File: config.mk
export PLATFORM = sky130hd
export DESIGN_NAME = aes_key_sched_ctrl
export DESIGN_NICKNAME = d
export VERILOG_FILES = /design/src/rtl/aes_key_sched_ctrl.sv
export SDC_FILE = /design/constraint.sdc
export NUM_CORES = 2
export LEC_CHECK = 0
export BUFFER_PORTS_ARGS = -buffer_cell sky130_fd_sc_hd__buf_4
export CAP_MARGIN = 20
export CORE_ASPECT_RATIO = 0.7
export CORE_UTILIZATION = 62
export CTS_CLUSTER_SIZE = 30
export DETAILED_ROUTE_END_ITERATION = 6
export PLACE_DENSITY_LB_ADDON = 0.05
export SYNTH_ARGS = -nofsm -noshare
export SYNTH_HDL_FRONTEND = slang
export SYNTH_SLANG_ARGS = --single-unit
export TNS_END_PERCENT = 30
File: constraint.sdc
create_clock -name clk_i -period 14.5 [get_ports clk_i]
set_input_delay 1.45 -clock clk_i [delete_from_list [all_inputs] [get_ports clk_i]]
set_output_delay 1.45 -clock clk_i [all_outputs]
set_load 0.02 [all_outputs]
File: src/rtl/aes_key_sched_ctrl.sv
// aes_key_sched_ctrl: AES-128 key expansion sequencer; drives an external F stage once per round
// and keeps every generated round key in a random-access store.
module aes_key_sched_ctrl #(
    parameter int NUM_ROUNDS     = 10,
    parameter int TIMEOUT_CYCLES = 64
) (
    input  logic         clk_i,
    input  logic         rst_i,
    input  logic         start_i,
    input  logic [127:0] key_i,
    output logic         busy_o,
    output logic         done_o,
    output logic         error_o,
    output logic         kexp_en_o,
    output logic [31:0]  kexp_word_o,
    output logic [7:0]   kexp_rcon_o,
    output logic [127:0] kexp_key_o,
    input  logic         kexp_ready_i,
    input  logic [127:0] kexp_key_i,
    input  logic [3:0]   rd_round_i,
    output logic [127:0] rd_key_o,
    output logic         rd_valid_o
);
    localparam int CW = (TIMEOUT_CYCLES > 1) ? $clog2(TIMEOUT_CYCLES) : 1;

    typedef enum logic [2:0] {IDLE, REQ, WAIT, STORE, DONE, ERR} state_t;

    state_t        state_q, state_d;
    logic [3:0]    round_q, round_d, valid_q, valid_d;
    logic [7:0]    rcon_q, rcon_d;
    logic [CW-1:0] cnt_q, cnt_d;
    logic          err_q, err_d;
    logic [127:0]  store_q [NUM_ROUNDS+1];
    logic          wr_en;
    logic [3:0]    wr_idx, prev_idx;
    logic [127:0]  wr_data;

    always_comb begin
        state_d = state_q;
        round_d = round_q;
        valid_d = valid_q;
        rcon_d  = rcon_q;
        cnt_d   = cnt_q;
        err_d   = err_q;
        wr_en   = 1'b0;
        wr_idx  = round_q;
        wr_data = kexp_key_i;
        case (state_q)
            IDLE: if (start_i) begin
                state_d = REQ;
                wr_en   = 1'b1;
                wr_idx  = 4'd0;
                wr_data = key_i;
                valid_d = 4'd1;
                round_d = 4'd1;
                rcon_d  = 8'h01;
                err_d   = 1'b0;
            end
            REQ: begin
                state_d = WAIT;
                cnt_d   = '0;
            end
            WAIT: if (kexp_ready_i) begin
                wr_en   = 1'b1;
                valid_d = round_q + 4'd1;
                state_d = STORE;
            end else if (cnt_q == CW'(TIMEOUT_CYCLES - 1)) begin
                state_d = ERR;
            end else begin
                cnt_d = cnt_q + CW'(1);
            end
            STORE: if (round_q == 4'(NUM_ROUNDS)) begin
                state_d = DONE;
            end else begin
                round_d = round_q + 4'd1;
                rcon_d  = {rcon_q[6:0], 1'b0} ^ (rcon_q[7] ? 8'h1b : 8'h00);
                state_d = REQ;
            end
            DONE: state_d = IDLE;
            ERR: begin
                err_d   = 1'b1;
                state_d = IDLE;
            end
            default: state_d = IDLE;
        endcase
    end

    always_ff @(posedge clk_i) begin
        if (rst_i) begin
            state_q <= IDLE;
            round_q <= '0;
            valid_q <= '0;
            rcon_q  <= 8'h01;
            cnt_q   <= '0;
            err_q   <= 1'b0;
            for (int i = 0; i <= NUM_ROUNDS; i++) store_q[i] <= '0;
        end else begin
            state_q <= state_d;
            round_q <= round_d;
            valid_q <= valid_d;
            rcon_q  <= rcon_d;
            cnt_q   <= cnt_d;
            err_q   <= err_d;
            if (wr_en) store_q[wr_idx] <= wr_data;
        end
    end

    // F-stage outputs are forced to zero whenever the enable is low so idle/reset reads clean
    assign busy_o      = state_q != IDLE;
    assign done_o      = state_q == DONE;
    assign error_o     = err_q;
    assign kexp_en_o   = (state_q == REQ) || (state_q == WAIT);
    assign prev_idx    = kexp_en_o ? round_q - 4'd1 : 4'd0;
    assign kexp_key_o  = kexp_en_o ? store_q[prev_idx] : '0;
    assign kexp_word_o = kexp_key_o[31:0];
    assign kexp_rcon_o = kexp_en_o ? rcon_q : '0;
    assign rd_key_o    = (rd_round_i <= 4'(NUM_ROUNDS)) ? store_q[rd_round_i] : '0;
    assign rd_valid_o  = rd_round_i < valid_q;
endmodule

==> results.sh <==
export IMPL_num_vias=81300
export IMPL_finalWeightedCongestion=0.857
export IMPL_overflow=0
export IMPL_worstPathRequired_ns=13.05
export IMPL_violations="design-rule violations"
export IMPL_first_pass_iters=7
export IMPL_via_per_inst=7.38
export IMPL_grt_busiest_layer="met2"
export IMPL_post_route_period_util_pct=54.2
export IMPL_r2r_start="round_q[0]"
export IMPL_syn_nets=8976
export IMPL_relSlewSlack_pct=13.7
export IMPL_setup_tns_ns=0
export IMPL_nets=8911
export IMPL_synth_ff_type="edfxtp_1"
export IMPL_grt_pass1_wl_um=535000
export IMPL_drtIter0Drc=13400
export IMPL_cts_tree="done"
export IMPL_grt_usage_pct=44.2
export IMPL_synth_seq_area_share_pct=59.4
export IMPL_place_hpwl_um=190000
export IMPL_yosys_warnings=0
export IMPL_power_frac_seq_pct=44.7
export IMPL_async_reset_ff_share_pct=0
export IMPL_drive_gt1_share_pct=16.4
export IMPL_fp_row_count=124
export IMPL_fmax_ghz=0.127
export IMPL_rsz0062_at_grt="false"
export IMPL_crit_path_start_kind="register"
export IMPL_insertion_delay_ns=0.85
export IMPL_worstPathArrival_ns=6.41
export IMPL_antenna_found_initial=13
export IMPL_clkTransAtPathRegs_ns=0.07
export IMPL_use_met2_pct=65.0
export IMPL_switchingPower_mw=4.59
export IMPL_synthToLayoutAreaGrowth_pct=11.0
export IMPL_wl_per_cell_um=34.0
export IMPL_postSynthCellCount=8705
export IMPL_synth_edf_count=1920
export IMPL_post_cts_setup_buffers=0
export IMPL_post_route_min_period_ns=7.86
export IMPL_cts_sinks=2074
export IMPL_p_per_area_nw_per_um2=134
export IMPL_drv_slew=0
export IMPL_worst_pin_slew_ns=1.29
export IMPL_synth_top_area_share_pct=56.4
export IMPL_h_tree_depth=4
export IMPL_reg2reg_to="store_q[7][117]"
export IMPL_p_clk_share_pct=34.6
export IMPL_synthTopCellsByArea="edfxtp_1 56%, mux4_2 5.6%, nor2_1 4.3%, mux2i_1 3.8%, nand2_1 3.7%"
export IMPL_p_leak_nw=38.8
export IMPL_ys_types=57
export IMPL_ant_nets=0
export IMPL_netSwitchingFraction_pct=30.3
export IMPL_numPortBuffers=564
export IMPL_syn_avg_cell_area_um2=11.7
export IMPL_synth_seq_cells=2074
export IMPL_stdcell_count=11000
export IMPL_ff2ff_setup_slack_ns=9.33
export IMPL_cts_buffers=195
export IMPL_dp_cells=10600
export IMPL_critPathKind="register to primary output"
export IMPL_gr_usage_met1_pct=60.1
export IMPL_min_delay_start="store_q[10][61]"
export IMPL_fp_dieH_um=342
export IMPL_syn_area_um2=102000
export IMPL_max_cap_violations=0
export IMPL_ctsResizeCount=0
export IMPL_chipWidth_um=487
export IMPL_irDropWorstVdd_v=0.000142
export IMPL_die_area_um2=167000
export IMPL_path_max_fanout=156
export IMPL_ff2ff_path_depth=7
export IMPL_hold_depth=2
export IMPL_min_path_type="register to register"
export IMPL_drc_errors=3
export IMPL_start_util_pct=62.5
export IMPL_core_area_um2=164000
export IMPL_totalWireLength_um=375000
export IMPL_met3_usage_pct=13.8
export IMPL_min_to="store_q[10][61]"
export IMPL_grt_pass1_vias=78100
export IMPL_clock_path_buffers=3
export IMPL_synth_top_area_cell="edfxtp_1"
export IMPL_setup_viol=0
export IMPL_skew_ns=0.0218
export IMPL_hold_buffers=0
export IMPL_outcome="complete, but fails checks"
export IMPL_crit_path_end_kind="primary output"
export IMPL_cts_root_buf="clkbuf_16"
export IMPL_internal_power_mw=10.6
export IMPL_hold_violations=0
export IMPL_grt_max_degree=207
export IMPL_ios=565
export IMPL_comb_power_share_pct=20.6
cells in the final DEF (no fill, tap or decap), types with 14 or more instances in the layout:
cell       instances
a21boi_0         129
nand2_1          987
mux4_2           256
a2111oi_0        128
dfxtp_1          153
nor2_1          1169
a311oi_1         257
clkbuf_1          65
buf_4            693
a221oi_1         128
clkinv_1          21
o21ai_0          514
nand3_1          143
nor2b_1          131
mux2i_1          385
bufinv_16         14
inv_1            133
a211o_1          128
clkinv_2          35
buf_12            24
a31oi_1          128
a21oi_1          245
edfxtp_1        1920
a211oi_1         134
o211ai_1         130
a21o_1           131
clkbuf_8          23
clkbuf_16        205
o2bb2ai_1        128
o22a_1            25
mux2_2           129
flip-flops by register name (all words and copies together) (netlist names):
signal   flops
error_o      1
round_q      4
cnt_q        6
state_q      3
rcon_q       8
store_q   2048
valid_q      4
cell families after synthesis:
group / synth area share, %
and+or+nand+nor: 9.84
AOI/OAI and AO/OA: 15.2
DFF: 59.4
buffers and inverters: 4.50
muxes: 10.8
xor gates and xnor gates: 0.110
adders and majority gates: 0.0857
Yosys cell counts, types with 130 or more instances:
cell / count
a211oi_1: 134
a21o_1: 131
a21oi_1: 245
a311oi_1: 257
buf_2: 170
clkbuf_1: 732
dfxtp_1: 154
edfxtp_1: 1920
inv_1: 133
mux2i_1: 385
mux4_2: 256
nand2_1: 995
nand3_1: 145
nor2_1: 1174
nor2b_1: 133
o211ai_1: 130
o21ai_0: 514
worst max-delay path by stage:
stage | startpoint | to | depth (start not counted)
2_1_floorplan | start_i | store_q[13][0] | 6
3_3_place_gp | rd_round_i[1] | rd_key_o[39] | 8
3_5_place_dp | rd_round_i[1] | rd_key_o[37] | 8
4_1_cts | state_q[2] | kexp_word_o[21] | 8
5_1_grt | state_q[2] | kexp_key_o[98] | 8
6_report | state_q[2] | kexp_key_o[98] | 8
routing by layer:
| layer | part of all wire [%] | up-vias |
|---|---|---|
| met3 | 16 | 1309 |
| li1 | - | 32600 |
| met4 | 5.1 | 14 |
| met5 | 0.061 | - |
| met2 | 43 | 7676 |
| met1 | 35 | 39700 |
through the flow:
stage                     power (mW)  setup slack (ns)  hold slack [ns]  util [%]  cell area, µm²
final                           15.2              6.64            0.468      69.4          113000
after global routing            15.4              6.57            0.484      69.4          113000
after CTS                       15.0              6.96            0.467      69.3          113000
after detailed placement        9.89              7.87            0.460      65.4          107000
after global placement          9.85              7.63            0.452      65.4          107000
after floorplan                 8.73              2.77            0.441         -          102000
final cells by class:
type / count / area, µm²
sequential: 2074 / 60700
clock buffer: 293 / 5690
multi-input combinational: 5505 / 37200
timing repair buffer: 729 / 5820
antenna: 5 / 12.5
clock inverter: 74 / 716
inverter: 135 / 514
tap: 2205 / 2760
fill: 11700 / 50000
critical path, stage by stage (launching register included):
cell,delay [ns]
dfxtp_1,0.92
or2_4,0.64
buf_4,0.94
buf_12,0.70
a2111oi_0,0.26
a311oi_1,0.72
a211oi_1,0.11
a311oi_1,0.90
buf_4,0.29
power groups by stage:
stage / sequential (mW) / clock, mW / combinational (mW)
final: 6.78 / 5.25 / 3.13
after global routing: 6.79 / 5.44 / 3.20
after CTS: 6.78 / 5.23 / 3.00
after detailed placement: 6.90 / 0 / 2.98
after global placement: 6.89 / 0 / 2.95
after floorplan: 6.89 / 0 / 1.84
No activity file was read; power rests on OpenSTA's default activity.
